File: config.mk
export PLATFORM = sky130hd
export DESIGN_NAME = rtc_digit_scanner
export DESIGN_NICKNAME = d
export VERILOG_FILES = /design/src/rtl/rtc_digit_scanner.sv
export SDC_FILE = /design/constraint.sdc
export NUM_CORES = 1
export LEC_CHECK = 0
export ABC_AREA = 1
export BUFFER_PORTS_ARGS = -buffer_cell sky130_fd_sc_hd__buf_2
export CORE_MARGIN = 5
export CORE_UTILIZATION = 60
export DETAILED_ROUTE_END_ITERATION = 8
export GPL_TIMING_DRIVEN = 1
export PLACE_DENSITY = 0.81
export SETUP_SLACK_MARGIN = 0.02
export SLEW_MARGIN = 30
export SYNTH_ARGS = -nofsm -noshare
export SYNTH_HDL_FRONTEND = slang
export SYNTH_SLANG_ARGS = --single-unit
File: constraint.sdc
create_clock -name clk -period 2.3 [get_ports clk]
set_input_delay 0.23 -clock clk [delete_from_list [all_inputs] [get_ports clk]]
set_output_delay 0.23 -clock clk [all_outputs]
set_load 0.1 [all_outputs]
File: src/rtl/rtc_digit_scanner.sv
// Presents a captured six-byte BCD time/date snapshot one digit at a time to the
// downstream digit decoder, blanking and flagging any nibble above 9.
module rtc_digit_scanner #(
    parameter int HOLD_CYCLES = 4
) (
    input  logic       clk,
    input  logic       reset,
    input  logic       load,
    input  logic [7:0] hour,
    input  logic [7:0] min,
    input  logic [7:0] sec,
    input  logic [7:0] day,
    input  logic [7:0] month,
    input  logic [7:0] year,
    input  logic       start,
    output logic [3:0] bcd_num,
    output logic       enable,
    output logic [3:0] digit_idx,
    output logic       busy,
    output logic       done,
    output logic       bcd_err
);

    typedef enum logic [1:0] {
        ST_IDLE = 2'd0,
        ST_SCAN = 2'd1,
        ST_DONE = 2'd2
    } state_t;

    localparam logic [7:0] HOLD_LAST = 8'(HOLD_CYCLES - 1);
    localparam logic [3:0] LAST_IDX  = 4'd11;

    // Snapshot packing: hour in the top byte down to year in the bottom byte.
    function automatic logic [3:0] sel_nibble(input logic [47:0] snap, input logic [3:0] idx);
        logic [3:0] nib;
        case (idx)
            4'd0:    nib = snap[47:44];
            4'd1:    nib = snap[43:40];
            4'd2:    nib = snap[39:36];
            4'd3:    nib = snap[35:32];
            4'd4:    nib = snap[31:28];
            4'd5:    nib = snap[27:24];
            4'd6:    nib = snap[23:20];
            4'd7:    nib = snap[19:16];
            4'd8:    nib = snap[15:12];
            4'd9:    nib = snap[11:8];
            4'd10:   nib = snap[7:4];
            4'd11:   nib = snap[3:0];
            default: nib = 4'd0;
        endcase
        return nib;
    endfunction

    state_t      state_q, state_d;
    logic [3:0]  idx_q, idx_d;
    logic [7:0]  cnt_q, cnt_d;
    logic [47:0] snap_q, snap_d;
    logic [47:0] shadow_q, shadow_d;
    logic        pend_q, pend_d;
    logic [3:0]  bcd_num_q, bcd_num_d;
    logic        enable_q, enable_d;
    logic [3:0]  digit_idx_q, digit_idx_d;
    logic        busy_q, busy_d;
    logic        done_q, done_d;
    logic        bcd_err_q, bcd_err_d;

    logic [47:0] capture_s;
    logic        err_clr_s;
    logic        err_set_s;
    logic [3:0]  nib_s;
    logic        nib_valid_s;

    assign capture_s = {hour, min, sec, day, month, year};

    // Sequencing: state, digit index, hold counter, snapshot and deferred load.
    always_comb begin
        state_d   = state_q;
        idx_d     = idx_q;
        cnt_d     = cnt_q;
        snap_d    = snap_q;
        shadow_d  = shadow_q;
        pend_d    = pend_q;
        err_clr_s = 1'b0;
        case (state_q)
            ST_IDLE: begin
                if (load) begin
                    snap_d    = capture_s;
                    err_clr_s = 1'b1;
                end else begin
                    snap_d = snap_q;
                end
                if (start) begin
                    state_d = ST_SCAN;
                    idx_d   = 4'd0;
                    cnt_d   = 8'd0;
                end else begin
                    state_d = ST_IDLE;
                end
            end
            ST_SCAN: begin
                // A load mid-scan is parked so the digits on display stay coherent.
                if (load) begin
                    shadow_d = capture_s;
                    pend_d   = 1'b1;
                end else begin
                    shadow_d = shadow_q;
                end
                if (cnt_q == HOLD_LAST) begin
                    cnt_d = 8'd0;
                    if (idx_q == LAST_IDX) begin
                        state_d = ST_DONE;
                        idx_d   = 4'd0;
                    end else begin
                        idx_d = idx_q + 4'd1;
                    end
                end else begin
                    cnt_d = cnt_q + 8'd1;
                end
            end
            ST_DONE: begin
                state_d = ST_IDLE;
                idx_d   = 4'd0;
                cnt_d   = 8'd0;
                pend_d  = 1'b0;
                if (pend_q) begin
                    snap_d    = shadow_q;
                    err_clr_s = 1'b1;
                end else begin
                    snap_d = snap_q;
                end
                // A load arriving on this very cycle is newer than anything parked.
                if (load) begin
                    snap_d    = capture_s;
                    err_clr_s = 1'b1;
                end else begin
                    shadow_d = shadow_q;
                end
            end
            default: begin
                state_d = ST_IDLE;
                idx_d   = 4'd0;
                cnt_d   = 8'd0;
                pend_d  = 1'b0;
            end
        endcase
    end

    // Next-value of the registered outputs, derived from the next state.
    always_comb begin
        nib_s       = sel_nibble(snap_d, idx_d);
        nib_valid_s = (nib_s <= 4'd9);
        if (state_d == ST_SCAN) begin
            bcd_num_d   = nib_valid_s ? nib_s : 4'd0;
            enable_d    = nib_valid_s;
            digit_idx_d = idx_d;
            err_set_s   = ~nib_valid_s;
        end else begin
            bcd_num_d   = 4'd0;
            enable_d    = 1'b0;
            digit_idx_d = 4'd0;
            err_set_s   = 1'b0;
        end
        busy_d = (state_d == ST_SCAN);
        done_d = (state_d == ST_DONE);
        if (err_set_s) begin
            bcd_err_d = 1'b1;
        end else if (err_clr_s) begin
            bcd_err_d = 1'b0;
        end else begin
            bcd_err_d = bcd_err_q;
        end
    end

    // State and output registers.
    always_ff @(posedge clk or negedge reset) begin
        if (!reset) begin
            state_q     <= ST_IDLE;
            idx_q       <= 4'd0;
            cnt_q       <= 8'd0;
            snap_q      <= 48'd0;
            shadow_q    <= 48'd0;
            pend_q      <= 1'b0;
            bcd_num_q   <= 4'd0;
            enable_q    <= 1'b0;
            digit_idx_q <= 4'd0;
            busy_q      <= 1'b0;
            done_q      <= 1'b0;
            bcd_err_q   <= 1'b0;
        end else begin
            state_q     <= state_d;
            idx_q       <= idx_d;
            cnt_q       <= cnt_d;
            snap_q      <= snap_d;
            shadow_q    <= shadow_d;
            pend_q      <= pend_d;
            bcd_num_q   <= bcd_num_d;
            enable_q    <= enable_d;
            digit_idx_q <= digit_idx_d;
            busy_q      <= busy_d;
            done_q      <= done_d;
            bcd_err_q   <= bcd_err_d;
        end
    end

    assign bcd_num   = bcd_num_q;
    assign enable    = enable_q;
    assign digit_idx = digit_idx_q;
    assign busy      = busy_q;
    assign done      = done_q;
    assign bcd_err   = bcd_err_q;

endmodule

# Word-level counts from Yosys, hierarchy flattened
# Index checks and enable logic that the tools add are counted.
# word_totals
regBits	123
inputBits	52
output_inout_bits	12
elab_cells	70
# classes
n_addsub	2
n_lt_le_gt_ge	1
eq_ne	19
n_mux	29
n_bitwise	2
n_reduce_logical	5
# ops
operator	count
$mux W48	3
$pmux W48 S2	1
$pmux W4 S12	1
$mux W4	6
$eq A4 B4 Y1 const B	5
$eq A4 B3 Y1 const B	4
$mux W8	2
$pmux W8 S2	1
$mux W1	9
$add A8 B1 Y8 const B	1
$eq A4 B2 Y1 const B	2
$eq A8 B2 Y1 const B	1
$pmux W4 S2	1
$add A4 B1 Y4 const B	1
$eq A2 B1 Y1 const B	2
$eq A2 B2 Y1 const B	2
$eq A4 B1 Y1 const B	1
$le A4 B4 Y1 const B	1
$logic_not A4 Y1	1
$mux W2	2
$ne A2 B2 Y1 const B	2
$pmux W1 S2	2
$pmux W2 S2	1
$reduce_and A2 Y1	2
other kinds (3)	4

# Longest topological paths before layout
# depth
ltp_word	10
depth_mapped	19
depth_no_buf	19

# Worst setup path after synthesis
# OpenSTA, ideal clock, no wires.
# synth_timing
kind	register -> register
from	register cnt_q[0]
to	register bcd_num_q[0] (netlist: bcd_num[0])
setup_ps	122
arrival_time_ps	1918
path_slack_ps	260
stages_incl_launch_ff	16
n_path_buf	0
period_less_slack_ps	2040
path_cell_list	dfrtp_1 ha_1 nand3_1 nor2_4 nand2_1 nand3_4 nand2_4 nor2_4 and2_1 nand2_1 nand2_1 nor2_1 nand3_1 nand2_2 nand2_2 nor2_1
# synth_between
elab_chain_len	8
word_cells_on_any_way	22
cone_classes	order compare: 1; eq/ne: 13; mux: 7; reduce/logical: 1
# synth_lines
element	line_no	text
start: declaration	56	logic [7:0] cnt_q, cnt_d;
start signal: assignment	192	cnt_q <= cnt_d;
$eq A8 B2 Y1 (*)	108	if (cnt_q == HOLD_LAST) begin
$mux W4 (*)	108	
$pmux W4 S2 (*)	84	case (state_q)
via idx_d[0]	55	logic [3:0] idx_q, idx_d;
$eq A4 B4 Y1, or another cell as far along	36	case (idx)
$pmux W4 S12 (*)	36	
$le A4 B4 Y1	151	nib_valid_s = (nib_s <= 4'd9);
$mux W4 (*)	153	bcd_num_d = nib_valid_s ? nib_s : 4'd0;
$mux W4 (*)	152	if (state_d == ST_SCAN) begin
via bcd_num_d[0]	60	logic [3:0] bcd_num_q, bcd_num_d;
end signal: assignment	196	bcd_num_q <= bcd_num_d;
end: declaration	60	
# The timed path passes the listed nets; every way through them passes the cells marked *.
# A chain may end at the register's enable or synchronous reset.

# Worst setup path after layout
# layout_timing
from	register cnt_q[1]
to	register bcd_num_q[0] (netlist: bcd_num[0])
# The elaborated chain is that of the path after synthesis.

==> flow_metrics.env <==
export IMPL_die_x_um=116.0
export IMPL_n_fill_cell=730
export IMPL_intPower_w=0.004209
export IMPL_max_freq_mhz=406.1
export IMPL_crit_type="reg2reg"
export IMPL_yosysSeqAreaShare_pct=45.67
export IMPL_port_buffers=63
export IMPL_antenna_found_initial=0
export IMPL_drt_iter0_drc=814
export IMPL_endpoint_kind="register"
export IMPL_worstPathMaxFanout=7
export IMPL_insertion_delay_ns=0.43
export IMPL_grt_overflow=0
export IMPL_syn2layout_area_growth_pct=24.43
export IMPL_num_antenna_cells=0
export IMPL_cts_path_max_buffers=2
export IMPL_rsz0062_at_grt="true"
export IMPL_synth_area_leaders="dfrtp_1 46%, nand2_1 12%, o21ai_0 7.8%"
export IMPL_ys_types=37
export IMPL_initial_core_util_pct=61.62
export IMPL_rows=38
export IMPL_sequentialPowerShare_pct=41.9
export IMPL_violations="setup timing"
export IMPL_period_minus_slack_ns=2.462
export IMPL_ff2ff_path_depth=17
export IMPL_root_buffer="clkbuf_16"
export IMPL_maxSlewViolCount=0
export IMPL_syn_nets=885
export IMPL_htreeDepth=4
export IMPL_grt_max_degree=59
export IMPL_synth_yosys_warnings=0
export IMPL_dpl_hpwl_mm=12.82
export IMPL_synthesis_area_um2=6739
export IMPL_period_share_pct=107.1
export IMPL_grt_pass1_wl_mm=32.22
export IMPL_synth_seq_cells=123
export IMPL_gp_congestion=0.9612
export IMPL_crit_path_start_kind="register"
export IMPL_comb_power_share_pct=7.5
export IMPL_synth_top_area_share_pct=45.67
export IMPL_hold_class="in2reg"
export IMPL_ant_nets=0
export IMPL_sw_frac_of_total_pct=23.49
export IMPL_crit_chain="ha_4, nand3_4, nor2_4, nand2_1, nand3_2, nand2_4, buf_6, a21oi_4, nand3_2, nand2_1, nor2_1, nand2_1, nor2_2, nand2_2, nand2_2, nand2_4, nor2_2"
export IMPL_ioPinCount=64
export IMPL_dpl_instance_area_um2=7357
export IMPL_final_hold_violation_count=0
export IMPL_worstPathArrival_ns=2.77
export IMPL_design_area_um2=8386
export IMPL_p_leak_nw=3.942
export IMPL_post_route_drc_count=0
export IMPL_grt_pass1_vias=6553
export IMPL_drtPass1Iterations=5
export IMPL_totalPowerFinal_w=0.005501
export IMPL_slowest_stage="dfrtp_1"
export IMPL_hold_slack_ns=0.04755
export IMPL_dp_slack_ns=-0.1116
export IMPL_switchingPower_w=0.001292
export IMPL_critPathMaxStageDelay_ns=0.40
export IMPL_worst_slack_ns=-0.1622
export IMPL_cts_sinks=123
export IMPL_avgViaCountPerCell=6.232
export IMPL_wl_per_cell_um=19.15
export IMPL_min_path_cells=2
export IMPL_yosysTopAreaCell="dfrtp_1"
export IMPL_cp_buffers_inverters=1
export IMPL_layout_drive_gt1_share_pct=28.02
export IMPL_irDropWorstVdd_mv=0.6291
export IMPL_setup_tns_final_ns=-0.7719
export IMPL_status="finished, violations left"
export IMPL_dieArea_um2=13450
export IMPL_grt_use_total_pct=30.83
export IMPL_max_slew_margin_pct=67.42
export IMPL_fin_skew_ns=0.005355
export IMPL_crit_cells=17
export IMPL_yosys_most_used_dff="dfrtp_1"
export IMPL_synth_edf_count=0
export IMPL_cp_required_ns=2.61
export IMPL_crit_family="simple AND/OR/NAND/NOR gates"
export IMPL_finalWirelength_mm=20.59
export IMPL_avgSynthCellArea_um2=8.109
export IMPL_path_common_cell="nand2_1"
export IMPL_pwr_share_clk_pct=50.6
export IMPL_drv_cap=0
export IMPL_tightestPinTransition_ns=0.4836
export IMPL_cts_tree="built"
export IMPL_final_net_count=976
export IMPL_numCtsBuffers=17
export IMPL_fp_dieH_um=116.0
export IMPL_num_vias=6699
export IMPL_setup_violations=6
export IMPL_path_clk_slew_ns=0.06
export IMPL_fp_coreArea_um2=10940
export IMPL_async_flop_share_pct=100.0
export IMPL_power_density_nw_per_um2=656.1
export IMPL_syn_instance_count=831
==> path summary, 6_finish.rpt <==
check / from / end / slack [ns]
worst max-delay path: cnt_q[1] / bcd_num[0] / -0.16
worst min-delay path: hour[4] / shadow_q[44] / 0.05
worst max register to register: cnt_q[1] / bcd_num[0] / -0.16
worst min register to register: shadow_q[26] / shadow_q[26] / 0.50
max in group asynchronous: reset / shadow_q[28] / 1.19
min in group asynchronous: reset / done / 0.28
==> kinds of logic (layout without fill, tap and decap cells) <==
group | after synthesis | in the layout | share of synthesized area [%]
multiplexers | 40 | 40 | 6.684
flip-flops | 123 | 123 | 45.67
AND/OR/NAND/NOR | 341 | 341 | 21.98
XOR/XNOR | 4 | 4 | 0.5200
buffers and inverters | 102 | 206 | 6.368
AO/OA/AOI/OAI | 219 | 219 | 18.40
adder cells (fa/ha/maj) | 2 | 2 | 0.3713
==> flip-flops by register name (all words and copies together) (netlist names) <==
name       cells
digit_idx      4
bcd_err        1
idx_q          4
busy           1
snap_q        48
done           1
state_q        2
cnt_q          8
bcd_num        4
enable         1
shadow_q      48
pend_q         1
==> repair_timing <==
item                       in CTS  in global routing
gates cloned                    1                  0
gates resized for setup         8                 49
pin swaps                       2                 36
setup buffers                   4                 14
hold endpoints to repair       29                  0
hold buffers                    1                  0
setup endpoints to repair       6                  6
==> cell type report <==
type                            instances  area (µm²)  share of cell area [%]
Multi-Input combinational cell        606        3436                   40.97
Sequential cell                       123        3080                   36.74
Clock buffer                           21       470.5                   5.610
Clock inverter                         11       142.6                   1.701
Inverter                               59       230.2                   2.745
Timing Repair Buffer                  115       850.8                   10.15
Tap cell                              140       175.2                   2.089
==> per-layer routing <==
layer	share of wire [%]	track usage [%]	vias to the layer above	routed length, µm
met5	0	0	-	0
met4	4.3	13.46	0	885
met3	8.6	7.937	84	1778
met2	50	50.90	426	10240
met1	37	38.40	3208	7686
li1	-	-	2981	-
==> placed cells by master (no fill, tap or decap), drive strengths merged <==
| cell | instances |
|---|---|
| o211ai | 16 |
| clkinvlp | 6 |
| clkinv | 3 |
| a21o | 6 |
| nor2 | 66 |
| nor3 | 5 |
| and2 | 4 |
| a21oi | 56 |
| mux2 | 40 |
| xor2 | 2 |
| inv | 58 |
| nand2 | 226 |
| o32ai | 2 |
| bufbuf | 1 |
| a221o | 3 |
| bufinv | 3 |
| clkbuf | 21 |
| nand4 | 6 |
| a22o | 5 |
| nand3 | 34 |
| a21boi | 4 |
| o22ai | 10 |
| a32o | 2 |
| buf | 113 |
| dfrtp | 123 |
| xnor2 | 2 |
| dlygate4sd3 | 1 |
| o221ai | 3 |
| o21ai | 112 |
| ha | 2 |
==> Yosys cell counts (7+ instances only) <==
| master | n |
|---|---|
| dfrtp_1 | 123 |
| mux2_2 | 40 |
| o211ai_1 | 16 |
| o22ai_1 | 10 |
| buf_2 | 25 |
| nand2_1 | 214 |
| o21ai_1 | 7 |
| nand3_1 | 31 |
| nor2_1 | 58 |
| inv_1 | 48 |
| inv_2 | 11 |
| clkbuf_1 | 14 |
| o21ai_0 | 105 |
| a21oi_1 | 55 |
==> per-stage QoR <==
stage / std cells / utilization, %
after floorplan: 831 / -
after global placement: 1023 / 67.28
after detailed placement: 1023 / 67.28
after CTS: 1061 / 73.84
after global routing: 1075 / 76.68
final: 1075 / 76.68
==> power groups by stage <==
stage / Clock (W) / Sequential [W] / Combinational [W]
detailed placement: 0 / 0.00234 / 0.000404
global placement: 0 / 0.00233 / 0.000387
finish: 0.00278 / 0.00231 / 0.000413
floorplan: 0 / 0.00235 / 0.000216
global route: 0.00290 / 0.00231 / 0.000462
CTS: 0.00278 / 0.00230 / 0.000410
Power figures use the tool's default switching activity.
